`src/rtl/led_pkg.sv`:
```
// Shared constants and types for the RGB PWM fader.
// Holds default widths, channel indices and the per-channel fade state.
package led_pkg;

    localparam int PWM_BITS_DEF = 8;
    localparam int FADE_DIV_DEF = 23438;

    localparam int NUM_CH = 3;
    localparam int CH_R   = 0;
    localparam int CH_G   = 1;
    localparam int CH_B   = 2;

    typedef enum logic [1:0] {
        ST_HOLD = 2'd0,
        ST_RISE = 2'd1,
        ST_FALL = 2'd2
    } fade_state_e;

endpackage

```
`src/rtl/rgb_pwm_fader_if.sv`:
```
// Per-channel bus between the shared timebase and one pwm_channel.
// master: drives tick/cnt/target, reads lvl/busy/pwm; slave: the reverse.
interface rgb_pwm_fader_if #(
    parameter int W = 8
);

    logic         tick;
    logic [W-1:0] cnt;
    logic [W-1:0] target;
    logic [W-1:0] lvl;
    logic         busy;
    logic         pwm;

    modport master (
        output tick, cnt, target,
        input  lvl, busy, pwm
    );

    modport slave (
        input  tick, cnt, target,
        output lvl, busy, pwm
    );

endinterface

```
`src/rtl/rgb_pwm_fader_channel.sv`:
```
// One fading PWM channel: level register, HOLD/RISE/FALL state, compare.
// Ports: clk, rst (sync, active-high), bus (slave side of the channel bus).
module pwm_channel
    import led_pkg::*;
#(
    parameter int PWM_BITS   = PWM_BITS_DEF,
    parameter bit ACTIVE_LOW = 1'b0
) (
    input  logic             clk,
    input  logic             rst,
    rgb_pwm_fader_if.slave   bus
);

    fade_state_e         state;
    logic [PWM_BITS-1:0] lvl;
    logic [PWM_BITS-1:0] lvl_nxt;
    logic                pwm_q;

    // State follows the live target, so a mid-fade change redirects on the
    // very next tick. Unit steps land exactly on target: no overshoot/wrap.
    always_comb begin
        state   = ST_HOLD;
        lvl_nxt = lvl;
        if (lvl < bus.target) begin
            state = ST_RISE;
        end else if (lvl > bus.target) begin
            state = ST_FALL;
        end
        if (bus.tick) begin
            unique case (state)
                ST_RISE: lvl_nxt = lvl + 1'b1;
                ST_FALL: lvl_nxt = lvl - 1'b1;
                default: lvl_nxt = lvl;
            endcase
        end
    end

    always_ff @(posedge clk) begin
        if (rst) begin
            lvl   <= '0;
            pwm_q <= ACTIVE_LOW;
        end else begin
            lvl   <= lvl_nxt;
            pwm_q <= (bus.cnt < lvl) ^ ACTIVE_LOW;
        end
    end

    assign bus.lvl  = lvl;
    assign bus.busy = (state != ST_HOLD);
    assign bus.pwm  = pwm_q;

endmodule

```
`src/rtl/rgb_pwm_fader.sv`:
```
// RGB LED driver: three PWM channels that ramp toward on/off targets.
// Ports: CLK_IN, RST, LED_REQ[2:0], BRIGHT, RGB_LED[2:0], FADE_BUSY.
module rgb_pwm_fader
    import led_pkg::*;
#(
    parameter int PWM_BITS   = PWM_BITS_DEF,
    parameter int FADE_DIV   = FADE_DIV_DEF,
    parameter bit ACTIVE_LOW = 1'b0
) (
    input  logic                CLK_IN,
    input  logic                RST,
    input  logic [2:0]          LED_REQ,
    input  logic [PWM_BITS-1:0] BRIGHT,
    output logic [2:0]          RGB_LED,
    output logic                FADE_BUSY
);

    localparam int DIV_W = (FADE_DIV > 1) ? $clog2(FADE_DIV) : 1;
    localparam logic [DIV_W-1:0] DIV_MAX = DIV_W'(FADE_DIV - 1);

    logic [PWM_BITS-1:0] pwm_cnt;
    logic [DIV_W-1:0]    pre;
    logic                fade_tick;
    logic [NUM_CH-1:0]   busy_vec;
    logic [NUM_CH-1:0]   pwm_vec;

    // Shared timebase; the tick is high in the cycle the prescaler reads 0
    // after a wrap, so the first tick lands FADE_DIV cycles after reset.
    always_ff @(posedge CLK_IN) begin
        if (RST) begin
            pwm_cnt   <= '0;
            pre       <= '0;
            fade_tick <= 1'b0;
            FADE_BUSY <= 1'b0;
        end else begin
            pwm_cnt   <= pwm_cnt + 1'b1;
            fade_tick <= (pre == DIV_MAX);
            pre       <= (pre == DIV_MAX) ? '0 : pre + 1'b1;
            FADE_BUSY <= |busy_vec;
        end
    end

    for (genvar i = 0; i < NUM_CH; i++) begin : g_ch
        rgb_pwm_fader_if #(.W(PWM_BITS)) ch_if ();

        assign ch_if.tick   = fade_tick;
        assign ch_if.cnt    = pwm_cnt;
        assign ch_if.target = LED_REQ[i] ? BRIGHT : '0;

        pwm_channel #(
            .PWM_BITS  (PWM_BITS),
            .ACTIVE_LOW(ACTIVE_LOW)
        ) u_ch (
            .clk(CLK_IN),
            .rst(RST),
            .bus(ch_if)
        );

        assign busy_vec[i] = ch_if.busy;
        assign pwm_vec[i]  = ch_if.pwm;
    end

    assign RGB_LED = pwm_vec;

endmodule

```
`config.mk`:
```
export PLATFORM = sky130hd
export DESIGN_NAME = rgb_pwm_fader
export DESIGN_NICKNAME = d
export VERILOG_FILES = /design/src/rtl/led_pkg.sv /design/src/rtl/rgb_pwm_fader_if.sv /design/src/rtl/rgb_pwm_fader_channel.sv /design/src/rtl/rgb_pwm_fader.sv
export SDC_FILE = /design/constraint.sdc
export NUM_CORES = 1
export LEC_CHECK = 0
export ABC_AREA = 0
export CAP_MARGIN = 20
export CORE_MARGIN = 1
export CORE_UTILIZATION = 60
export DETAILED_ROUTE_END_ITERATION = 8
export GPL_TIMING_DRIVEN = 0
export PLACE_DENSITY = 0.79
export RECOVER_POWER = 25
export SLEW_MARGIN = 10
export SYNTH_ARGS = -nofsm -noshare
export SYNTH_HDL_FRONTEND = slang
export SYNTH_SLANG_ARGS = --single-unit
```
`constraint.sdc`:
```
create_clock -name CLK_IN -period 7.4 [get_ports CLK_IN]
set_input_delay 1.48 -clock CLK_IN [delete_from_list [all_inputs] [get_ports CLK_IN]]
set_output_delay 1.48 -clock CLK_IN [all_outputs]
set_load 0.1 [all_outputs]
```
==> flow_metrics.py <==
metrics = {
    "clock_tree": {
        "cts_buffers": 5,
        "post-cts-setup-buffers": 0,
        "cts_max_level": 2,
        "cts_tree": "built",
        "clk_pin_slew_ns": 0.10,
        "cts-root-to-sink-buffers": 2,
        "ctsResizeCount": 0,
        "hold_buffers": 0,
        "clock-sinks": 52,
        "insertion_delay_ns": 0.31,
        "cts_root_buf": "clkbuf_8",
    },
    "floorplanning": {
        "rows": 28,
        "dieArea_um2": 6786,
        "core_area_um2": 6061,
        "die_h_um": 82.38,
        "floorplan.initialDensity_pct": 63.96,
        "ioPinCount": 17,
        "die_w_um": 82.38,
    },
    "critical_path": {
        "cp.required_ns": 7.65,
        "cp_max_fo": 6,
        "crit_chain": "clkdlybuf4s50_1 > nand2_1 > ha_1 > nand4_1 > nor3_1 > nor2_1 > a21oi_2 > inv_1 > ha_1 > nor2b_1 > o21ai_1 > a21boi_1 > o21a_1 > o21ai_0 > or3b_1 > a21oi_1",
        "ff2ff_path_depth": 14,
        "start_kind": "input pin",
        "crit_arrival_ns": 5.01,
        "cp_common_cell": "ha_1",
        "r2r-start": "g_ch[2].u_ch.bus.lvl[7]",
        "path_buf_inv": 2,
        "r2r_end": "g_ch[2].u_ch.bus.lvl[6]",
        "critical_path.top_delay_family": "simple AND/OR/NAND/NOR gates",
        "end_kind": "register",
        "slowest_stage": "clkdlybuf4s50_1",
        "crit_start": "BRIGHT[7]",
        "critPathMaxStageDelay_ns": 0.54,
        "rrSetupSlack_ns": 4.08,
        "critical_path_class": "input pin to register",
    },
    "logic_synthesis": {
        "yosysMostFrequentCell": "ha_1",
        "ys_seq_area_share_pct": 26.86,
        "synth_top_family_by_area": "adder cells",
        "ys.flop_type": "dfxtp_1",
        "synth_xor_area_share_pct": 7.682,
        "avgSynthCellArea_um2": 8.265,
        "ys_async_sr_fraction_pct": 0,
        "synth_compound_area_share_pct": 14.20,
        "synth_largest_area_cell": "dfxtp_1",
        "synthesis.nets": 551,
        "mappedNetlistArea_um2": 3876,
        "synthTopCellsByArea": "dfxtp_1, ha_1, nor2_1",
        "synthDistinctLibCells": 39,
        "yosys.area_share.adder_pct": 22.85,
        "synthCells": 469,
        "synth_edf_count": 0,
        "synth_top_area_share_pct": 26.86,
        "synth_commonest_cells": "ha_1, nor2_1, dfxtp_1",
        "ys_ff_latch": 52,
        "synth_mux_area_share_pct": 3.099,
        "synth-simple-area-share_pct": 19.40,
        "ys_warn_count": 0,
    },
    "route": {
        "ant_nets": 0,
        "wl_per_cell_um": 13.67,
        "drt-total-wl_mm": 7.725,
        "first_pass_iters": 4,
        "avgViaCountPerCell": 5.556,
        "drc_errors": 0,
        "dr.first_iter.drc_count": 198,
        "vias": 3139,
    },
    "pwr": {
        "p_per_area_nw_per_um2": 132.8,
        "ir_drop_v": 0.0001273,
        "p_leak_nw": 1.905,
        "total_power_mw": 0.5548,
    },
    "final_layout": {
        "diodes": 0,
        "area_delta_synth_final_pct": 7.779,
        "num-nets-final": 571,
        "drive_gt1_share_pct": 5.102,
        "fillers": 519,
        "design_area_um2": 4178,
        "utilization_pct": 68.93,
    },
    "sta": {
        "setup_viol": 0,
        "finalHoldViolations": 0,
        "rsz0062_at_grt": "no",
        "clock.fmax_mhz": 210.0,
        "slew_headroom_pct": 35.65,
        "skew_ns": 0.004677,
        "period_share_pct": 64.36,
        "max_slew.worst_pin.slew_ns": 0.9622,
        "period_needed_ns": 4.763,
        "maxSlewViolCount": 0,
        "tns_ns": 0,
    },
    "placement": {
        "placed_area_um2": 4100,
        "port_buffers": 13,
        "post-dp-hpwl_mm": 6.111,
        "place.gp.congestion": 0.8388,
    },
    "global_routing": {
        "gr-total-overflow": 0,
        "grt_pass1_vias": 2956,
        "antenna_found_initial": 0,
        "grt_max_degree": 19,
        "grt_pass1_wl_mm": 13.03,
        "grt.total_usage_pct": 25.27,
    },
    "min_path": {
        "holdPathStages": 1,
        "holdPathEnd": "pre[0]",
        "min_path_type": "register to register",
        "min-delay-start": "pre[0]",
    },
    "run": {
        "max_cap_viol_count": 0,
    },
    "status": {
        "status": "finished, final reports clean",
    },
}
[worst reg2reg max path, delay by kind of cell, from the launching register on]
family                   cells  cell delay (ns)
flip-flops                   1             0.35
AND/OR/NAND/NOR              5             1.04
adder cells (fa/ha/maj)      2             0.69
AO/OA/AOI/OAI                6             0.99
buffers and inverters        1             0.17
[sequential cells by signal, indices dropped and copies added, names as in the netlist]
name               cells
g_ch.u_ch.bus.lvl     24
g_ch.ch_if.cnt         8
FADE_BUSY              1
fade_tick              1
pre                   15
g_ch.u_ch.bus.pwm      3
[report_power, final]
part,leakage (nW),internal [mW],switching (mW)
logic,1.44,0.0354,0.0545
clock network,0.0463,0.0697,0.105
registers,0.421,0.284,0.00550
[routing by layer]
layer / wire, µm / part of all wire (%) / vias up / GRT usage, %
li1: - / - / 1646 / -
met1: 3701 / 48 / 1442 / 33.07
met2: 3618 / 47 / 45 / 43.55
met3: 336 / 4.3 / 6 / 3.407
met4: 69 / 0.89 / 0 / 6.316
met5: 0 / 0 / - / 0
[per-stage QoR]
stage / std cells / setup WS (ns) / hold slack, ns
after floorplan: 469 / 3.002 / 0.4388
after global placement: 557 / 2.427 / 0.4815
after detailed placement: 557 / 2.366 / 0.4971
after CTS: 565 / 2.682 / 0.5133
after global routing: 565 / 2.337 / 0.5465
final: 565 / 2.637 / 0.5122
[worst max-delay path by stage]
stage / cells past startpoint / slack [ns] / end
after global routing: 16 / 2.34 / g_ch[2].u_ch.bus.lvl[6]
after CTS: 16 / 2.68 / g_ch[1].u_ch.bus.lvl[6]
after floorplan: 16 / 3.00 / g_ch[2].u_ch.bus.lvl[7]
final: 16 / 2.64 / g_ch[2].u_ch.bus.lvl[6]
after detailed placement: 16 / 2.37 / g_ch[2].u_ch.bus.lvl[7]
after global placement: 16 / 2.43 / g_ch[2].u_ch.bus.lvl[7]
[cell usage in the layout, fill, tap and decap left out, types with 5 or more instances in the layout]
cell             instances
nand3_1                  7
a21o_1                   5
and3_1                   6
o21ai_0                 18
xor2_1                  16
nor3_1                   5
o21a_1                   7
xnor2_1                 18
nor2b_1                  7
nand4_1                  9
clkbuf_8                 5
o21ai_1                  8
clkdlybuf4s50_1         12
inv_1                   39
nor2_1                  57
ha_1                    66
clkbuf_1                 7
dfxtp_1                 52
nand2_1                 50
mux2i_1                 12
a21oi_1                 30
[cell type report]
class	instances	area, µm²	area share (%)
flip-flops and latches	52	1041	24.92
clock buffers	5	68.82	1.647
well taps	75	93.84	2.246
inverters	39	146.4	3.504
clock inverters	3	27.53	0.6589
multi-input cells	364	2599	62.20
repair buffers	13	130.1	3.115
plain buffers	14	71.32	1.707
[kinds of logic after synthesis]
group,Yosys count
AO/OA/AOI/OAI,88
XOR/XNOR,34
adder cells (fa/ha/maj),69
buffers and inverters,53
flip-flops,52
multiplexers,12
AND/OR/NAND/NOR,161
(Power assumes the default switching activity.)
